===== src/rtl/ob.sv =====
// Output buffer: a small FIFO between one crossbar output and an egress sink.
// Overflowing packets are dropped and counted in a saturating counter.
module ob #(
  parameter int unsigned PKTW = 15,
  parameter int unsigned AW   = 2
) (
  input  logic          clk,
  input  logic          rst,
  input  logic [PKTW:0] din,
  output logic [PKTW:0] dout,
  output logic          dvalid,
  input  logic          drdy,
  output logic [AW:0]   cnt,
  output logic          full,
  output logic          ovf,
  output logic [7:0]    drop_cnt
);

  localparam int unsigned Depth = 1 << AW;
  localparam logic [AW:0] CntFull = (AW+1)'(Depth);

  logic [PKTW:0] mem_q [Depth];
  logic [PKTW:0] mem_d [Depth];
  logic [AW-1:0] wptr_q, wptr_d;
  logic [AW-1:0] rptr_q, rptr_d;
  logic [AW:0]   cnt_q, cnt_d;
  logic          ovf_q, ovf_d;
  logic [7:0]    drop_q, drop_d;

  logic wr_req, wr_en, rd_en;

  assign dvalid   = (cnt_q != '0);
  assign full     = (cnt_q == CntFull);
  assign cnt      = cnt_q;
  assign ovf      = ovf_q;
  assign drop_cnt = drop_q;
  // Stored words always carry the valid bit, so dout[PKTW] tracks dvalid.
  assign dout     = dvalid ? mem_q[rptr_q] : '0;

  assign wr_req = din[PKTW];
  assign rd_en  = dvalid && drdy;
  // A read in the same cycle frees the slot, so a write into a full FIFO still lands.
  assign wr_en  = wr_req && (!full || rd_en);

  always_comb begin
    mem_d  = mem_q;
    wptr_d = wptr_q;
    rptr_d = rptr_q;
    cnt_d  = cnt_q;
    ovf_d  = ovf_q;
    drop_d = drop_q;

    if (wr_en) begin
      mem_d[wptr_q] = din;
      wptr_d        = wptr_q + 1'b1;
    end
    if (rd_en) begin
      rptr_d = rptr_q + 1'b1;
    end

    unique case ({wr_en, rd_en})
      2'b10:   cnt_d = cnt_q + 1'b1;
      2'b01:   cnt_d = cnt_q - 1'b1;
      default: cnt_d = cnt_q;
    endcase

    if (wr_req && !wr_en) begin
      ovf_d = 1'b1;
      if (drop_q != 8'hff) begin
        drop_d = drop_q + 8'd1;
      end
    end
  end

  always_ff @(posedge clk) begin
    if (!rst) begin
      wptr_q <= '0;
      rptr_q <= '0;
      cnt_q  <= '0;
      ovf_q  <= 1'b0;
      drop_q <= '0;
    end else begin
      wptr_q <= wptr_d;
      rptr_q <= rptr_d;
      cnt_q  <= cnt_d;
      ovf_q  <= ovf_d;
      drop_q <= drop_d;
    end
  end

  // Storage needs no reset: it is only visible through dout when cnt is non-zero.
  always_ff @(posedge clk) begin
    if (rst) begin
      mem_q <= mem_d;
    end
  end

endmodule


===== config.mk =====
export PLATFORM = sky130hd
export DESIGN_NAME = ob
export DESIGN_NICKNAME = d
export VERILOG_FILES = /design/src/rtl/ob.sv
export SDC_FILE = /design/constraint.sdc
export NUM_CORES = 1
export LEC_CHECK = 0
export ABC_CLOCK_PERIOD_IN_PS = 2190
export CAP_MARGIN = 20
export CORE_MARGIN = 1
export CORE_UTILIZATION = 48
export DETAILED_ROUTE_END_ITERATION = 10
export GPL_ROUTABILITY_DRIVEN = 1
export PLACE_DENSITY_LB_ADDON = 0.2
export SYNTH_ARGS = -nofsm -noshare
export SYNTH_HDL_FRONTEND = slang
export SYNTH_SLANG_ARGS = --single-unit

===== constraint.sdc =====
create_clock -name clk -period 2.19 [get_ports clk]
set_input_delay 0.3285 -clock clk [delete_from_list [all_inputs] [get_ports clk]]
set_output_delay 0.3285 -clock clk [all_outputs]
set_load 0.02 [all_outputs]

Word level (Yosys, flattened, before mapping) --
Index checks and enable logic that the tools add are counted.
Cells by class: reduce and logical (&&, ||, !) cells 11, magnitude comparators 3, $add $sub $neg 5, equal/unequal tests 4, multiplexer cells 8, bitwise operators 2
Operators with widths (number):
- $bwmux 64 | 1
- $mux 16 | 4
- $bmux 16 s2 | 1
- $demux 16 s2 | 1
- $add 8x1->8 const B | 1
- $ne 8x8->1 const B | 1
- $ge 3x3->1 const B | 2
- $not 2->3 | 2
- $pmux 3 s2 | 1
- $add 2x1->2 const B | 2
- $logic_and 1x1->1 | 4
- $reduce_and 2->1 | 2
- $add 3x1->3 const B | 1
- $eq 3x3->1 const B | 1
- $lt 3x1->1 const B | 1
- $reduce_bool 3->1 | 1
- $sub 3x1->3 const B | 1
- $eq 2x1->1 const B | 1
- $eq 2x2->1 const B | 1
- $logic_not 1->1 | 2
- $reduce_bool 2->1 | 1
- $logic_or 1x1->1 | 1
Storage, ports and cells: output and inout port bits 30, register bits 80, word-level logic and storage cells 42

Depth between registers and ports, before layout --
Gate-level depths: netlist (run 1).
word-level depth 7, gate-level depth with buffers 9, gate-level depth less buffers 9

Worst setup path before layout (run 1) --
Ideal clock, no wire load.
path kind register to register, start point register cnt_q[2] (netlist: cnt[2]), end point register cnt_q[2] (netlist: cnt[2]), clock period less this slack 2.537 ns, path buffers 0, library setup time 0.071 ns, path slack -0.347 ns, cell stages (with the launch flop) 10, arrival time 2.466 ns, cell sequence dfxtp_1 nor4b_1 nor2_1 inv_1 ha_1 inv_1 fa_1 xor2_1 or3_1 a21oi_1
On the way: longest elaborated chain between the ends 6, elaborated cells on any way between the ends 12, classes of those cells add/sub: 2; eq/ne: 3; mux: 1; reduce/logical: 6
RTL lines:
- from (decl) | RTL line 26 | logic [AW:0] cnt_q, cnt_d;
- from (signal assigned) | RTL line 85 | cnt_q <= cnt_d;
- $eq 3x3->1 / $reduce_bool 3->1 (equally long branches) | RTL line 33, 32
- $logic_not 1->1 / $logic_and 1x1->1 (equally long branches) | RTL line 43, 41
- $logic_or 1x1->1 | RTL line 43 | assign wr_en = wr_req && (!full || rd_en);
- $logic_and 1x1->1 | RTL line 43
- $eq 2x1->1 / $eq 2x2->1 (equally long branches) | RTL line 61 | unique case ({wr_en, rd_en})
- $pmux 3 s2 / $reduce_bool 2->1 (equally long branches)
Parallel ways exist; a longest one is shown, timed or not. A chain may end at the register's enable or synchronous reset.

Worst setup path after layout (run 1) --
start point register rptr_q[0], end point output dout[12]
On the way: longest elaborated chain between the ends 5
RTL lines:
- from (decl) | RTL line 25 | logic [AW-1:0] rptr_q, rptr_d;
- from (signal assigned) | RTL line 84 | rptr_q <= rptr_d;
- $not 2->3 (implied by the code) | RTL line 38 | assign dout = dvalid ? mem_q[rptr_q] : '0;
- $bmux 16 s2 | RTL line 38
- $mux 16 (implied by the code) (2 in series) | RTL line 38
- $mux 16 | RTL line 38
- to (decl) | RTL line 10 | output logic [PKTW:0] dout,
Every way passes these cells. The select of a mux whose other input is x is not followed.

==> results of run 1 <==
## layout make-up
class / instances / area share
Timing Repair Buffer: 72 / 0.164
Inverter: 12 / 0.0104
Tap cell: 80 / 0.0230
Sequential cell: 80 / 0.518
Clock inverter: 6 / 0.0138
Multi-Input combinational cell: 108 / 0.242
Clock buffer: 10 / 0.0293
## cells by family after synthesis
logic type | synth area share
buffers and inverters | 0.0257
AND/OR/NAND/NOR | 0.0985
adder cells (fa/ha/maj) | 0.0284
flip-flops | 0.669
AO/OA/AOI/OAI | 0.0489
XOR/XNOR | 0.0104
multiplexers | 0.119
## worst max-delay path: cells and delay by family, from the launching register on
family,cells,cell delay (ns)
muxes,1,0.48
buffers and inverters,2,0.46
DFF,1,0.38
and+or+nand+nor,1,0.14
## where the power goes
group | switching, mW | leakage [nW] | internal, mW | total, mW
clock | 0.501 | 0.0937 | 0.521 | 1.02
combinational | 0.760 | 0.729 | 0.766 | 1.53
sequential | 0.0670 | 0.713 | 1.73 | 1.80
total | 1.33 | 1.54 | 3.02 | 4.34
## worst max-delay path by stage
stage | start | end | slack, ns | depth (start not counted)
after global routing | cnt[1]$_SDFFE_PN0P_ | dvalid | -0.01 | 5
after CTS | rptr_q[0]$_SDFFE_PN0P_ | dout[7] | 0.01 | 4
after floorplan | cnt[1]$_SDFFE_PN0P_ | cnt[2]$_SDFFE_PN0P_ | 0.0009 | 9
after detailed placement | drdy | cnt[2]$_SDFFE_PN0P_ | -0.31 | 10
after global placement | drdy | cnt[2]$_SDFFE_PN0P_ | -0.26 | 10
final | rptr_q[0]$_SDFFE_PN0P_ | dout[12] | 0.06 | 4
## placed cells by master (no fill, tap or decap), types with 4 or more instances in the layout
cell type         n
a21oi_1           5
and3_1            6
buf_12            6
buf_2             8
buf_4            17
clkbuf_8          9
clkdlybuf4s15_1   5
clkdlybuf4s50_1  31
dfxtp_1          13
edfxtp_1         64
ha_1              6
inv_1            12
mux2i_1           4
mux4_2           16
nand2_1           8
nand2b_1          4
nand3_1           4
nor2_1            6
nor2b_1          16
o21ai_0           4
xor2_1            4
## sequential cells by signal, indices dropped and copies added (netlist names)
name and count:
drop_cnt 8, mem_q 64, rptr_q 2, ovf 1, wptr_q 2, cnt 3
## layer usage
metal,part of all wire,global-route usage,vias up
met5,0,0,-
met4,0.015,0.0727,0
met3,0.046,0.0443,8
met2,0.51,0.287,47
met1,0.43,0.220,943
li1,-,-,952
## per-stage QoR
| step | instance area [µm²] | total power, mW | std cells | utilization |
|---|---|---|---|---|
| after global placement | 4150 | 3.41 | 350 | 0.615 |
| after floorplan | 3370 | 2.66 | 208 | - |
| after detailed placement | 4150 | 3.42 | 350 | 0.615 |
| after CTS | 4330 | 4.37 | 367 | 0.641 |
| after global routing | 4350 | 4.57 | 368 | 0.644 |
| final | 4350 | 4.34 | 368 | 0.644 |
## repair_timing
action                     in CTS  in global routing
setup endpoints to repair      16                  9
setup buffers                   0                  1
gates resized for setup        42                 14
cloned                          1                  0
pin swaps                       0                  1
==> reports/qor.yml, run 1 <==
floorplan:
  io_pins: 49
  die_width_um: 85.6
  core_um2: 6760
  dieArea_um2: 7320
  dieHeight_um: 85.6
  start_util: 0.496
  rows: 30
timing:
  hold_violations: 0
  skew_ns: 0.00774
  slew_violations: 0
  worst_pin_slew_ns: 0.412
  setup_violations: 0
  fin_ws_ns: 0.0632
  worst_hold_slack_ns: 0.482
  finalSetupTns_ns: 0
  period_needed_ns: 2.13
  period_share: 0.971
  max_freq_mhz: 470
  relSlewSlack: 0.718
layout:
  n_fill_cell: 503
  num_antenna_cells: 0
  num-nets-final: 309
  seqCellArea_um2: 2250
  drive_above_1_share: 0.253
  multi_input_area_um2: 1050
  syn_to_final_growth_pct: 29.7
detailed_routing:
  drc: 0
  dr.first_iter.drc_count: 64
  vias: 1950
  viasPerCell: 5.30
  drt_first_pass_iters: 4
  routedWlPerCell_um: 15.5
  final_antenna_net_count: 0
  totalWireLength_mm: 5.71
synth:
  yosys-top-cells-area: "edfxtp_1 (57%), mux4_2 (11%), dfxtp_1 (9.6%), nor2b_1 (3.0%), ha_1 (2.2%)"
  yosysTopAreaCellShare: 0.573
  synth_fp_nets: 234
  synth_area_leader_cell: "edfxtp_1"
  yosysWarningCount: 0
  synth.ff_latch_count: 80
  syn-instance-count: 208
  synth_edf_count: 64
  syn_area_um2: 3350
  avgSynthCellArea_um2: 16.1
  ys.flop_type: "edfxtp_1"
  synth_commonest_cells: "edfxtp_1 (64), dfxtp_1 (16), mux4_2 (16), nor2b_1 (16), inv_1 (12)"
  async_flop_share: 0
  synth.most_common_cell: "edfxtp_1"
  seq_area_frac_synth: 0.669
  ys_types: 37
global_routing:
  grt_pass1_vias: 1896
  grt_max_degree: 18
  overflow: 0
  grt_pass1_wl_mm: 9.38
  grt_usage: 0.174
  antenna_found_initial: 0
placement:
  gp_congestion: 0.763
  post-dp-hpwl_mm: 3.70
  dp_slack_ns: -0.308
  port_buffers: 48
worst_setup_path:
  worst-endpoint-required_ns: 1.86
  cp-end-kind: "primary output"
  reg2reg_to: "cnt[2]$_SDFFE_PN0P_"
  r2r_setup_slack_ns: 0.19
  crit_chain: "buf_12 -> mux4_2 -> nor2b_1 -> dlygate4sd2_1"
  path_max_fanout: 8
  slowest_delay_ns: 0.48
  worstSetupPathType: "reg2out"
  crit_slowest_cell: "mux4_2"
  r2r_cells: 9
  start_kind: "register"
  r2r_start: "cnt[1]$_SDFFE_PN0P_"
  arrival_ns: 1.80
run_status:
  run_status: "complete, no violations"
power_and_ir_drop:
  cellLeakagePower_nw: 1.54
  power.density_nw_per_um2: 999
  vdd_drop_max_uv: 604
hold_path:
  hp-class: "reg2reg"
  min_path_cells: 2
  hp-start: "ovf$_SDFFE_PN0P_"
  hold_path_end: "ovf$_SDFFE_PN0P_"
cts:
  clockBufferDepth: 2
  path_clk_slew_ns: 0.08
  cts_tree: "done"
  htreeDepth: 3
  cts_buffers: 9
  hold_buffers: 0
  cts_root_buf: "clkbuf_8"
  clk_latency_ns: 0.34
  numClockSinks: 80
job:
  drv_cap: 0
(Power assumes the default switching activity.)
==> inputs of run 2 (changes only) <==
--- a/config.mk
+++ b/config.mk
@@ -11,6 +11,7 @@
 export CORE_UTILIZATION = 48
 export DETAILED_ROUTE_END_ITERATION = 10
 export GPL_ROUTABILITY_DRIVEN = 1
+export HOLD_SLACK_MARGIN = 0.02
 export PLACE_DENSITY_LB_ADDON = 0.2
 export SYNTH_ARGS = -nofsm -noshare
 export SYNTH_HDL_FRONTEND = slang
==> results of run 2 <==
No change in the layout: final DEF, timing and power equal those of run 1.
==> edit 1: new RTL, config.mk and constraints of run 1 <==
Set the parameter `AW` to 1 (it was 2).
--- a/src/rtl/ob.sv
+++ b/src/rtl/ob.sv
@@ -3,5 +3,5 @@
 module ob #(
   parameter int unsigned PKTW = 15,
-  parameter int unsigned AW   = 2
+  parameter int unsigned AW   = 1
 ) (
   input  logic          clk,
Interface: changed (resized cnt); port bits go from 49 to 48. No check against the original RTL was run, so the function may have changed too.
==> edit 1 against run 1 <==
- global-route usage rose by 1.8 points
- sequential share of layout area fell by 5.0 points
- setup slack improved by 0.074 ns
- synthesized area fell by 43%
- largest power group unchanged
- sequential cell count fell by 35
- die area fell by 42%
- highest routed layer unchanged
- routed wire length fell by 35%
- clock skew fell by 0.0014 ns
- cell area fell by 40%
- power fell by 58%
==> edit 1: results (changes against run 1) <==
.. list-table::
   :header-rows: 1

   * - Metric
     - Value
   * - Number of buffers created by CTS
     - 5 (-4)
   * - Starting DRC count in detailed routing
     - 47 (-27%)
   * - First-pass GRT wire length
     - 5950 um (-37%)
   * - Top Family by Delay on Critical Path
     - buffers and inverters
   * - Cell area reported after detailed placement
     - 2500 sq um (-40%)
   * - Sum of net half-perimeters after detailed placement
     - 2590 um (-30%)
   * - Peak fanout along the critical path
     - 16 (+8)
   * - Worst VDD drop
     - 0.371 mV (-39%)
   * - Number of H-tree levels
     - 2 (-1)
   * - Post-Synth XOR/XNOR Area
     - 0.00459 (-0.00585)
   * - Depth of the worst register-to-register path
     - 5 (-4)
   * - Net Count, Synth
     - 166 (-29%)
   * - Number of synthesized flops with an enable pin
     - 32 (-50%)
   * - Post-synthesis adder-cell area fraction
     - 0.00656 (-0.0218)
   * - Layout Nets
     - 221 (-28%)
   * - Share of the yosys chip area belonging to registers
     - 0.640 (-0.0282)
   * - Flip-flop count of the largest register after layout
     - 32 (-50%)
   * - Standby leakage power
     - 0.890 nW (-42%)
   * - Worst reg2reg path endpoint
     - mem_q[7]$_DFFE_PP_
   * - Fraction of final layout cells with drive strength greater than 1
     - 0.114 (-0.140)
   * - Origin of the worst setup path
     - rptr_q$_SDFFE_PN0P_
   * - Worst slew pin tran
     - 0.413 ns (+0.000823 ns)
   * - Post-DR wirelength/cell
     - 14.8 um (-4.5%)
   * - Via count of the first global-routing pass
     - 1309 (-31%)
   * - Arrival time at the worst endpoint
     - 1.72 ns (-0.08 ns)
   * - Worst Hold Slack
     - 0.474 ns (-0.00835 ns)
   * - Worst-case clock skew
     - 0.00636 ns (-0.00138 ns)
   * - Total Wirelength
     - 3700 um (-35%)
   * - Post-Place Cells
     - 242 (-31%)
   * - Top post-synthesis cells by count
     - 32 x sky130_fd_sc_hd__edfxtp_1, 20 x sky130_fd_sc_hd__mux2i_1, 20 x sky130_fd_sc_hd__nor2_1, 13 x sky130_fd_sc_hd__dfxtp_1, 5 x sky130_fd_sc_hd__nor3_1
   * - Shortest clock period the worst path allows after layout
     - 2.05 ns (-0.0744 ns)
   * - Result of the run
     - complete, no violations
   * - Via-per-instance ratio
     - 5.27 (-0.58%)
edit 1: changes by cell type after synthesis, sizes merged, moves of 8 or more:
cell and change:
mux4 -16, edfxtp -32, nor2b -12, inv -8, nor2 +13, mux2i +16
edit 1: logic make-up (layout without fill, tap and decap cells):
family                   Yosys count  after routing
AO/OA/AOI/OAI                     18             18
XOR/XNOR                           1              1
AND/OR/NAND/NOR                   49             49
buffers and inverters             12             68
flip-flops                        45             45
adder cells (fa/ha/maj)            1              1
multiplexers                      20             20
edit 1: layer usage:
layer,track usage,routed length [um],vias to the layer above
li1,-,-,653
met1,0.200,1490,621
met2,0.354,1970,35
met3,0.0352,140,8
met4,0.111,97,0
met5,0,0,-
edit 1: through the flow:
step / power, mW / setup TNS (ns)
after floorplan: 1.09 / 0
after global placement: 1.21 / 0
after detailed placement: 1.22 / -1.22
after CTS: 1.82 / 0
after global routing: 1.87 / 0
final: 1.80 / 0
edit 1: what timing repair did:
action | in CTS | in global routing
setup buffers | 0 | 0
endpoints found under the setup margin | 17 | 0
gates resized for setup | 2 | 0
edit 1: cell type report:
class                           count  area (sq um)
Clock buffer                        6          72.6
Clock inverter                      2          35.0
Fill cell                         272          1130
Inverter                            4          15.0
Multi-Input combinational cell     89           658
Sequential cell                    45          1220
Tap cell                           48          60.1
Timing Repair Buffer               56           551
edit 1: where the power goes:
group | internal [mW] | leakage (nW) | switching, mW
combinational | 0.127 | 0.436 | 0.124
sequential | 0.938 | 0.399 | 0.0120
clock | 0.338 | 0.0552 | 0.263
edit 1: worst min-delay path, cell delays in order (launching register included):
cell and delay (ns):
sky130_fd_sc_hd__dfxtp_1 0.33, sky130_fd_sc_hd__nor2_1 0.05, sky130_fd_sc_hd__nor2_1 0.06
==> edit 2: new RTL, flow settings as in run 1 <==
Made on the original files. Make the reset (`rst`) asynchronous in one clocked block.
--- a/src/rtl/ob.sv
+++ b/src/rtl/ob.sv
@@ -73,5 +73,5 @@
   end
 
-  always_ff @(posedge clk) begin
+  always_ff @(posedge clk or negedge rst) begin
     if (!rst) begin
       wptr_q <= '0;
Behaviour: differs if rst is asserted again (counterexample within 4 cycles, from zero or initial values and one cycle with rst low); with rst held inactive, the same outputs for 4 cycles.
==> edit 2 against run 1 <==
- power is 22% higher
- critical endpoint is now dout[11]
- via count is 4.5% lower
- cell area is 1.9% lower
- setup slack worse by 0.023 ns
- clock skew is 0.0039 ns lower
- sequential cell count stayed put
- critical path depth is 1 higher
- sequential share of layout area is 2.7 points higher
- routed wire length is 2.8% higher
- sequential power is 12% higher
- core utilization is 1.3 points higher
- die area is 1.1% lower
- synthesized area is 1.1% lower
==> edit 2: results (changes against run 1) <==
.. list-table::
   :header-rows: 1

   * - Metric
     - Value
   * - Synthesized instance count
     - 182 (-13%)
   * - Layout Nets
     - 287 (-7.1%)
   * - Met2 wire length
     - 2970 um (+2.6%)
   * - Arrival time at the worst endpoint
     - 1.82 ns (+0.02 ns)
   * - Comb_multi_in
     - 88 (-19%)
   * - Clock-cell share
     - 0.0411 (-0.00210)
   * - Seq. pwr
     - 2.01 mW (+12%)
   * - Post-Place Cells
     - 322 (-8.0%)
   * - Origin of the worst setup path
     - rptr_q[0]$_DFFE_PN0P_
   * - Number of non-clock inverters
     - 7 (-5)
   * - Fill cell total of the finished layout
     - 452 (-10%)
   * - Via count of the first global-routing pass
     - 1980 (+4.4%)
   * - Sum of net half-perimeters after detailed placement
     - 3700 um (+0.11%)
   * - Total global routing track utilization
     - 0.181 (+0.00713)
   * - Fraction of power consumed by combinational cells
     - 0.436 (+0.085)
   * - Result of the run
     - complete, no violations
   * - Post-CTS repair timing setup buffer count
     - 4 (+4)
   * - Met3 track demand over resource in global routing
     - 0.0457 (+0.00145)
   * - Worst VDD drop
     - 0.687 mV (+14%)
   * - Cell area reported after detailed placement
     - 4050 sq um (-2.4%)
   * - Proportion of final cell area spent on non-clock buffers
     - 0.162 (-0.00211)
   * - Worst-case clock skew
     - 0.00389 ns (-0.00385 ns)
   * - Share of flip-flops with an asynchronous set or reset after synthesis
     - 0.200 (+0.200)
   * - Fraction of area in multi-input gates
     - 0.224 (-0.0182)
   * - WL met1
     - 2570 um (+4.5%)
   * - Met3 Wirelength
     - 252 um (-4.9%)
   * - Total Wirelength
     - 5870 um (+2.8%)
   * - Max transition margin
     - 0.780 (+0.0623)
   * - Number of standard cells in the final layout excluding fillers
     - 341 (-7.3%)
   * - Met2 Track Usage GR
     - 0.301 (+0.0140)
   * - Final Wtd Congestion
     - 0.776 (+1.7%)
   * - Depth of the worst register-to-register path
     - 10 (+1)
   * - Fraction of final layout cells with drive strength greater than 1
     - 0.322 (+0.0685)
   * - Switch Pwr
     - 1.70 mW (+28%)
   * - Layout buffer count excluding clock buffers
     - 75 (+4.2%)
-- edit 2: cell count changes after synthesis, moves of 4 or more --
cell,before,now
sky130_fd_sc_hd__inv_1,12,7
sky130_fd_sc_hd__and2_1,1,17
sky130_fd_sc_hd__nor2_1,7,2
sky130_fd_sc_hd__dfrtp_1,0,16
sky130_fd_sc_hd__xnor2_1,0,4
sky130_fd_sc_hd__dfxtp_1,16,0
sky130_fd_sc_hd__nand2_1,8,2
sky130_fd_sc_hd__nor2b_1,16,0
sky130_fd_sc_hd__a21oi_1,5,1
-- edit 2: through the flow --
stage	setup slack, ns	utilization	TNS (ns)	hold WS, ns
after floorplan	0.0519	-	0	0.0329
after global placement	-0.0106	0.624	-0.0106	0.447
after detailed placement	-0.0743	0.624	-0.0850	0.453
after CTS	-0.0194	0.655	-0.0443	0.177
after global routing	-0.0394	0.657	-0.0655	0.184
final	0.0403	0.657	0	0.193
